File: src/rtl/multi_stage_trigger_capture.sv
// Logic-analyser trigger/capture engine: circular capture RAM, pre-trigger depth,
// up to STAGES-deep masked sequence trigger, linearised readout. Optional macro: TRIG_TIMEOUT_EN.
module multi_stage_trigger_capture #(
    parameter int CH_W   = 8,
    parameter int ADDR_W = 6,
    parameter int STAGES = 4
`ifdef TRIG_TIMEOUT_EN
    ,
    parameter int TIMEOUT = 1024
`endif
) (
    input  logic              clk,
    input  logic              rst_n,
    input  logic              sample_en,
    input  logic [CH_W-1:0]   din,
    input  logic              arm,
    input  logic              abort,
    input  logic              cfg_we,
    input  logic [1:0]        cfg_sel,
    input  logic [CH_W-1:0]   cfg_pattern,
    input  logic [CH_W-1:0]   cfg_mask,
    input  logic [1:0]        stage_cnt,
    input  logic [ADDR_W-1:0] pre_len,
    input  logic [ADDR_W-1:0] rd_addr,
    output logic [CH_W-1:0]   rd_data,
    output logic              busy,
    output logic              triggered,
    output logic              done,
    output logic [ADDR_W-1:0] trig_addr,
    output logic              timed_out
);

    localparam int DEPTH = 1 << ADDR_W;

    localparam logic [2:0] S_IDLE  = 3'd0;
    localparam logic [2:0] S_PRE   = 3'd1;
    localparam logic [2:0] S_ARMED = 3'd2;
    localparam logic [2:0] S_POST  = 3'd3;
    localparam logic [2:0] S_DONE  = 3'd4;

    localparam logic [1:0]        STAGE_MAX = 2'(STAGES - 1);
    localparam logic [ADDR_W:0]   DEPTH_C   = (ADDR_W + 1)'(DEPTH);
    localparam logic [ADDR_W:0]   CNT_ONE   = (ADDR_W + 1)'(1);
    localparam logic [ADDR_W-1:0] PTR_ONE   = ADDR_W'(1);

    function automatic logic f_match(input logic [CH_W-1:0] d,
                                     input logic [CH_W-1:0] p,
                                     input logic [CH_W-1:0] m);
        return (((d ^ p) & m) == {CH_W{1'b0}});
    endfunction

    logic [CH_W-1:0]   mem [DEPTH];

    logic [2:0]        state_q, state_d;
    logic [ADDR_W-1:0] wr_ptr_q, wr_ptr_d;
    logic [ADDR_W:0]   cnt_q, cnt_d;
    logic [1:0]        stage_q, stage_d;
    logic [1:0]        stage_cnt_q, stage_cnt_d;
    logic [ADDR_W-1:0] pre_len_q, pre_len_d;
    logic [CH_W-1:0]   pattern_q [STAGES];
    logic [CH_W-1:0]   pattern_d [STAGES];
    logic [CH_W-1:0]   mask_q [STAGES];
    logic [CH_W-1:0]   mask_d [STAGES];
    logic [ADDR_W-1:0] trig_addr_q, trig_addr_d;
    logic              triggered_q, triggered_d;
    logic              done_q, done_d;
    logic              busy_q, busy_d;
    logic [CH_W-1:0]   rd_data_q, rd_data_d;

    logic              mem_we_s;
    logic [3:0]        match_vec_s;
    logic              cur_match_s;
    logic              hit_s;
    logic              force_s;
    logic [ADDR_W:0]   post_total_s;
    logic [ADDR_W-1:0] rd_idx_s;

`ifdef TRIG_TIMEOUT_EN
    localparam int TW = $clog2(TIMEOUT + 1);
    logic [TW-1:0] tcnt_q, tcnt_d;
    logic          timed_out_q, timed_out_d;
`endif

    // Per-stage pattern comparison of the current probe sample
    always_comb begin
        match_vec_s = 4'b0000;
        for (int s = 0; s < STAGES; s++) begin
            match_vec_s[s] = f_match(din, pattern_q[s], mask_q[s]);
        end
    end

    assign cur_match_s  = match_vec_s[stage_q];
    assign hit_s        = cur_match_s && (stage_q == stage_cnt_q);
    assign post_total_s = DEPTH_C - {1'b0, pre_len_q};
    assign rd_idx_s     = trig_addr_q - pre_len_q + rd_addr;

`ifdef TRIG_TIMEOUT_EN
    assign force_s = !hit_s && (tcnt_q == TW'(TIMEOUT - 1));
`else
    assign force_s = 1'b0;
`endif

    // Capture FSM, pointer/counter bookkeeping and configuration writes
    always_comb begin
        state_d     = state_q;
        wr_ptr_d    = wr_ptr_q;
        cnt_d       = cnt_q;
        stage_d     = stage_q;
        stage_cnt_d = stage_cnt_q;
        pre_len_d   = pre_len_q;
        trig_addr_d = trig_addr_q;
        triggered_d = triggered_q;
        done_d      = done_q;
        pattern_d   = pattern_q;
        mask_d      = mask_q;
        mem_we_s    = 1'b0;
`ifdef TRIG_TIMEOUT_EN
        tcnt_d      = tcnt_q;
        timed_out_d = timed_out_q;
`endif

        case (state_q)
            S_IDLE, S_DONE: begin
                if (arm) begin
                    pre_len_d   = pre_len;
                    stage_cnt_d = (stage_cnt > STAGE_MAX) ? STAGE_MAX : stage_cnt;
                    wr_ptr_d    = {ADDR_W{1'b0}};
                    cnt_d       = {(ADDR_W + 1){1'b0}};
                    stage_d     = 2'd0;
                    triggered_d = 1'b0;
                    done_d      = 1'b0;
`ifdef TRIG_TIMEOUT_EN
                    tcnt_d      = {TW{1'b0}};
                    timed_out_d = 1'b0;
`endif
                    state_d     = (pre_len == {ADDR_W{1'b0}}) ? S_ARMED : S_PRE;
                end else begin
                    state_d = state_q;
                end
            end
            S_PRE: begin
                if (sample_en) begin
                    mem_we_s = 1'b1;
                    wr_ptr_d = wr_ptr_q + PTR_ONE;
                    if ((cnt_q + CNT_ONE) == {1'b0, pre_len_q}) begin
                        cnt_d   = {(ADDR_W + 1){1'b0}};
                        state_d = S_ARMED;
                    end else begin
                        cnt_d = cnt_q + CNT_ONE;
                    end
                end else begin
                    state_d = S_PRE;
                end
            end
            S_ARMED: begin
                if (sample_en) begin
                    mem_we_s = 1'b1;
                    wr_ptr_d = wr_ptr_q + PTR_ONE;
                    if (hit_s || force_s) begin
                        trig_addr_d = wr_ptr_q;
                        triggered_d = 1'b1;
                        stage_d     = 2'd0;
`ifdef TRIG_TIMEOUT_EN
                        timed_out_d = force_s;
`endif
                        // The trigger sample is itself the first post sample.
                        if (post_total_s == CNT_ONE) begin
                            done_d  = 1'b1;
                            state_d = S_DONE;
                        end else begin
                            cnt_d   = CNT_ONE;
                            state_d = S_POST;
                        end
                    end else if (cur_match_s) begin
                        stage_d = stage_q + 2'd1;
`ifdef TRIG_TIMEOUT_EN
                        tcnt_d  = {TW{1'b0}};
`endif
                    end else begin
                        stage_d = match_vec_s[0] ? 2'd1 : 2'd0;
`ifdef TRIG_TIMEOUT_EN
                        tcnt_d  = tcnt_q + TW'(1);
`endif
                    end
                end else begin
                    state_d = S_ARMED;
                end
            end
            S_POST: begin
                if (sample_en) begin
                    mem_we_s = 1'b1;
                    wr_ptr_d = wr_ptr_q + PTR_ONE;
                    if ((cnt_q + CNT_ONE) == post_total_s) begin
                        done_d  = 1'b1;
                        state_d = S_DONE;
                    end else begin
                        cnt_d = cnt_q + CNT_ONE;
                    end
                end else begin
                    state_d = S_POST;
                end
            end
            default: begin
                state_d = S_IDLE;
            end
        endcase

        if (abort) begin
            state_d     = S_IDLE;
            mem_we_s    = 1'b0;
            wr_ptr_d    = wr_ptr_q;
            triggered_d = 1'b0;
            done_d      = 1'b0;
`ifdef TRIG_TIMEOUT_EN
            timed_out_d = 1'b0;
`endif
        end else begin
            mem_we_s = mem_we_s;
        end

        if (cfg_we && !busy_q && (32'(cfg_sel) < STAGES)) begin
            for (int s = 0; s < STAGES; s++) begin
                if (32'(cfg_sel) == s) begin
                    pattern_d[s] = cfg_pattern;
                    mask_d[s]    = cfg_mask;
                end else begin
                    pattern_d[s] = pattern_q[s];
                end
            end
        end else begin
            pattern_d = pattern_q;
        end

        busy_d = (state_d == S_PRE) || (state_d == S_ARMED) || (state_d == S_POST);

        if (state_q == S_DONE) begin
            rd_data_d = mem[rd_idx_s];
        end else begin
            rd_data_d = rd_data_q;
        end
    end

    // Capture RAM write port; contents survive reset
    always_ff @(posedge clk) begin
        if (rst_n && mem_we_s) begin
            mem[wr_ptr_q] <= din;
        end
    end

    // State and output registers with synchronous active-low reset
    always_ff @(posedge clk) begin
        if (!rst_n) begin
            state_q     <= S_IDLE;
            wr_ptr_q    <= {ADDR_W{1'b0}};
            cnt_q       <= {(ADDR_W + 1){1'b0}};
            stage_q     <= 2'd0;
            stage_cnt_q <= 2'd0;
            pre_len_q   <= {ADDR_W{1'b0}};
            trig_addr_q <= {ADDR_W{1'b0}};
            triggered_q <= 1'b0;
            done_q      <= 1'b0;
            busy_q      <= 1'b0;
            rd_data_q   <= {CH_W{1'b0}};
            for (int s = 0; s < STAGES; s++) begin
                pattern_q[s] <= {CH_W{1'b0}};
                mask_q[s]    <= {CH_W{1'b0}};
            end
`ifdef TRIG_TIMEOUT_EN
            tcnt_q      <= {TW{1'b0}};
            timed_out_q <= 1'b0;
`endif
        end else begin
            state_q     <= state_d;
            wr_ptr_q    <= wr_ptr_d;
            cnt_q       <= cnt_d;
            stage_q     <= stage_d;
            stage_cnt_q <= stage_cnt_d;
            pre_len_q   <= pre_len_d;
            trig_addr_q <= trig_addr_d;
            triggered_q <= triggered_d;
            done_q      <= done_d;
            busy_q      <= busy_d;
            rd_data_q   <= rd_data_d;
            pattern_q   <= pattern_d;
            mask_q      <= mask_d;
`ifdef TRIG_TIMEOUT_EN
            tcnt_q      <= tcnt_d;
            timed_out_q <= timed_out_d;
`endif
        end
    end

    assign rd_data   = rd_data_q;
    assign busy      = busy_q;
    assign triggered = triggered_q;
    assign done      = done_q;
    assign trig_addr = trig_addr_q;
`ifdef TRIG_TIMEOUT_EN
    assign timed_out = timed_out_q;
`else
    assign timed_out = 1'b0;
`endif

endmodule

File: config.mk
export PLATFORM = sky130hd
export DESIGN_NAME = multi_stage_trigger_capture
export DESIGN_NICKNAME = d
export VERILOG_FILES = /design/src/rtl/multi_stage_trigger_capture.sv
export SDC_FILE = /design/constraint.sdc
export NUM_CORES = 1
export LEC_CHECK = 0
export CORE_ASPECT_RATIO = 2
export CORE_MARGIN = 3
export CORE_UTILIZATION = 45
export DETAILED_ROUTE_END_ITERATION = 8
export GPL_ROUTABILITY_DRIVEN = 0
export SETUP_SLACK_MARGIN = 0.1
export SLEW_MARGIN = 20
export SYNTH_ARGS = -nofsm -noshare
export SYNTH_HDL_FRONTEND = slang
export SYNTH_SLANG_ARGS = --single-unit
export TNS_END_PERCENT = 50
File: constraint.sdc
create_clock -name clk -period 10.47 [get_ports clk]
set_clock_uncertainty 0.05 [all_clocks]
set_input_delay 1.047 -clock clk [delete_from_list [all_inputs] [get_ports clk]]
set_output_delay 1.047 -clock clk [all_outputs]
set_load 0.005 [all_outputs]
Yosys cells after proc, flatten, opt, wreduce, memory -nomap -nowiden
Memories as Yosys holds them, arrays and structs flattened. A register that Yosys moved wholly into a read port is not among the register bits.
Cells that the tools add are included.

operators by class
  $add $sub $neg = 6
  $lt $le $gt $ge = 2
  equal/unequal tests = 24
  mux-type cells = 47
  bitwise gates (word level) = 10
  reductions and logical operators = 32

operators by type and width
  operator               number
  $mux W7                8
  $and A8 B8 Y8          4
  $logic_not A8 Y1       4
  $xor A8 B8 Y8          4
  $pmux W7 S4            1
  $mux W3                9
  $ne A2 B2 Y1 const B   9
  $mux W1                15
  $eq A3 B2 Y1 const B   4
  $mux W2                6
  $mux W6                2
  $pmux W3 S4            1
  $pmux W6 S2            1
  $reduce_and A2 Y1      5
  $reduce_and A4 Y1      2
  $reduce_and A8 Y1      1
  $add A7 B1 Y7 const B  1
  $eq A7 B1 Y1 const B   1
  $eq A7 B6 Y1           1
  $eq A7 B7 Y1           1
  $reduce_and A7 Y1      1
  $sub A7 B6 Y7 const A  1
  $add A6 B1 Y6 const B  1
  $add A6 B6 Y6          1
  other kinds (27)       37

storage, ports and cells
  register bits after elaboration = 99
  RAM bits = 512
  input port bits = 46
  output and inout port bits = 18
  word-level logic and storage cells = 140
  memories = 1

memories
  name  words  width  rd ports  clocked after Yosys merged registers in  write ports  line  source
  mem   64     8      1         1                                        1            52    logic [CH_W-1:0] mem [DEPTH];

Depth between registers and ports, before layout
  depth in word-level cells = 13
  gate-level depth with buffers = 12
  gate-level depth less buffers = 11

Least setup slack after synthesis
OpenSTA, ideal clock, no wires.

  path kind = input-to-reg
  start point = input rd_addr[1]
  end point = register rd_data_q[0] (netlist: rd_data[0]), read port of mem
  library setup time = 132 ps
  arrival = 4202 ps
  required time = 10288 ps
  path slack = 6085 ps
  stages on the path = 11
  path buffers = 2
  cell sequence = inv_1 > fa_1 > inv_1 > fa_1 > clkbuf_1 > clkbuf_1 > mux4_2 > mux4_2 > mux4_2 > nand2_1 > a21oi_1

on the way
  word-level cells in the longest chain between the ends = 1

RTL lines
  element        line  source
  from (decl)    24    input logic [ADDR_W-1:0] rd_addr,
  $add A6 B6 Y6  95    assign rd_idx_s = trig_addr_q - pre_len_q + rd_addr;
  to (decl)      68    logic [CH_W-1:0] rd_data_q, rd_data_d;

Every way passes these cells.
A chain may end at the register's enable or synchronous reset.

Worst setup path after layout
  start point = input rd_addr[1]
  end point = register rd_data_q[4] (netlist: rd_data[4]), read port of mem

The elaborated chain is that of the path after synthesis.

==> impl_metrics.tcl <==
set metrics [dict create \
    ys_seq_area_share_pct 69.33 \
    synth.top_cell.area_share_pct 60.85 \
    wire_per_inst_um 27.77 \
    clkSlewWorstSetupHoldPaths_ps 70 \
    cts_max_level 2 \
    tns_ps 0 \
    drc 0 \
    row_count 122 \
    cts_tree "done" \
    grt_pass1_vias 14270 \
    routed-via-count 13670 \
    initial_core_util_pct 45.60 \
    dieArea_um2 59200 \
    portBuffers 62 \
    hold_viol 0 \
    p_per_area_nw_per_um2 188.0 \
    final_core_util_pct 51.22 \
    drt_iter0_drc 1132 \
    synth_ff_type "edfxtp_1" \
    die_w_um 173.6 \
    grt_pass1_wl_um 96670 \
    via_per_inst 5.772 \
    antenna_cells 0 \
    dpl_cell_area_um2 26690 \
    rsz0062_at_grt "false" \
    fin_cells 2369 \
    min_period_ps 5772 \
    critical_path.endpoint_type "flop" \
    dp_cells 2275 \
    track_usage_pct 22.39 \
    cts.sinks 619 \
    final_nets 1646 \
    grt_antenna_before_repair 0 \
    clk_latency_ps 590 \
    cts_root_buf "clkbuf_16" \
    routed_wl_um 65790 \
    synth.net_count 1582 \
    final_common_cell "edfxtp_1" \
    mostFrequentLayoutCells "edfxtp_1 (512), nand2_1 (203), mux4_2 (168)" \
    grt-ovfl-total 0 \
    die_h_um 341.1 \
    cts_resized 0 \
    cap_viol_max_count 0 \
    finalCritPeriodShare_pct 55.13 \
    postCtsHoldBufs 0 \
    syn_avg_cell_area_um2 16.61 \
    ys_seq_elements 619 \
    ir_worst_vdd_mv 0.1473 \
    syn-instance-count 1521 \
    synth_edf_count 512 \
    netlist_area_um2 25270 \
    slew_headroom_pct 20.57 \
    ant_nets 0 \
    core_um2 55410 \
    first_pass_iters 5 \
    synth-async-reset-ratio_pct 0 \
    worstPathMaxFanout 69 \
    required_ps 10860 \
    drive_gt1_share_pct 18.40 \
    netlist_top_cells_area "edfxtp_1 (61%), mux4_2 (15%), dfxtp_1 (8.5%)" \
    cts_setup_buffers 0 \
    slew_violations 0 \
    clock_path_buffers 3 \
    cp-start-kind "input port" \
    status "completed" \
    area_growth_pct 12.33 \
    fmax_ghz 0.1733 \
    worst-slew-pin-transition_ps 1187 \
    synth.distinct_cells 66 \
    grt_max_degree 70 \
    hold_class "flop to flop" \
    crit_type "input port to flop" \
    yosysTopAreaCell "edfxtp_1" \
    cts_buffers 51 \
    setup-violations-final 0 \
    critPathArrivalTime_ps 6160 \
    dp_hpwl_um 44110 \
    ys.warnings.count 0 \
    ios 64 \
    final_cell_area_um2 28380 \
    leakagePower_nw 8.998 \
]
==> kinds of logic (layout without fill, tap and decap cells) <==
group	after synthesis	count (layout)	share of synthesized area, %
other	1	1	0.01484
xor gates and xnor gates	57	57	2.085
adders and majority gates	15	15	0.8914
buffers and inverters	101	205	1.639
DFF	619	619	69.33
AOI/OAI and AO/OA	173	173	4.437
and+or+nand+nor	379	379	6.309
muxes	176	176	15.29
==> state kept, by name, indices dropped and copies added (netlist names) <==
name	count
triggered	1
state_q	3
wr_ptr_q	6
mem	512
mask_q	32
pattern_q	32
trig_addr	6
cnt_q	7
stage_cnt_q	2
rd_data	8
stage_q	2
busy	1
pre_len_q	6
done	1
==> metrics by stage <==
| stage | power, mW | hold WS [ps] | worst slack (ps) |
|---|---|---|---|
| 2_1_floorplan | 3.192 | 385.7 | 6085 |
| 3_3_place_gp | 3.447 | 391.8 | 4045 |
| 3_5_place_dp | 3.454 | 396.6 | 4045 |
| 4_1_cts | 5.381 | 406.2 | 4660 |
| 5_1_grt | 5.500 | 427.2 | 4543 |
| 6_report | 5.336 | 404.5 | 4698 |
==> worst max-delay path: stages <==
cell	delay (ps)
clkdlybuf4s50_1	460
inv_1	50
fa_1	530
inv_1	70
fa_4	1420
buf_4	900
mux4_2	420
mux4_2	560
mux4_2	480
nand2_1	80
a21oi_1	60
==> cells in the mapped netlist, types with 5 or more instances <==
library cell    n
clkbuf_1       47
fa_1            5
xor2_1         38
dfxtp_1       107
o21ai_0        10
and2_1          7
mux2i_1         8
ha_1           10
mux4_2        168
nand2b_1        8
edfxtp_1      512
a21oi_1        91
nand2_1       203
buf_2          16
inv_1          26
xnor2_1        17
nor4_1          5
nor2_1        105
o21a_1          8
buf_1           7
nand3b_1        6
a22oi_1        12
o2111ai_1       5
nor3_1          8
nand3_1        13
==> worst paths after layout <==
kind | start | endpoint | slack (ps) | depth (start not counted)
setup / recovery | rd_addr[1] | rd_data[4]$_SDFFE_PN0N_ | 4700 | 11
hold / removal | mask_q[21]$_SDFFE_PN0P_ | mask_q[21]$_SDFFE_PN0P_ | 400 | 2
setup reg to reg | pre_len_q[0]$_SDFFE_PN0P_ | rd_data[4]$_SDFFE_PN0N_ | 5210 | 10
hold reg to reg | mask_q[21]$_SDFFE_PN0P_ | mask_q[21]$_SDFFE_PN0P_ | 400 | 2
==> area by class of cell <==
| cell class | instances | area, µm² |
|---|---|---|
| fill | 4538 | 27030 |
| sequential | 619 | 17520 |
| multi-input combinational | 801 | 7397 |
| clock buffer | 63 | 1361 |
| tap | 744 | 930.9 |
| timing repair buffer | 85 | 765.7 |
| clock inverter | 30 | 307.8 |
| inverter | 27 | 101.3 |
==> power by group <==
| part | switching (mW) | total (mW) | internal (mW) | leakage [nW] |
|---|---|---|---|---|
| sequential | 0.0126 | 2.68 | 2.67 | 5.47 |
| combinational | 0.384 | 0.708 | 0.324 | 2.72 |
| clock | 0.871 | 1.94 | 1.07 | 0.810 |
| total | 1.27 | 5.34 | 4.07 | 9.00 |
==> layer usage <==
layer	share of wire, %	routed length (µm)	vias up	track usage (%)
met5	0	0	-	0
met2	56	37140	434	43.26
li1	-	-	6027	-
met3	4.2	2738	138	2.750
met4	5.6	3681	0	10.94
met1	34	22230	7075	23.71
(Power assumes the default switching activity.)
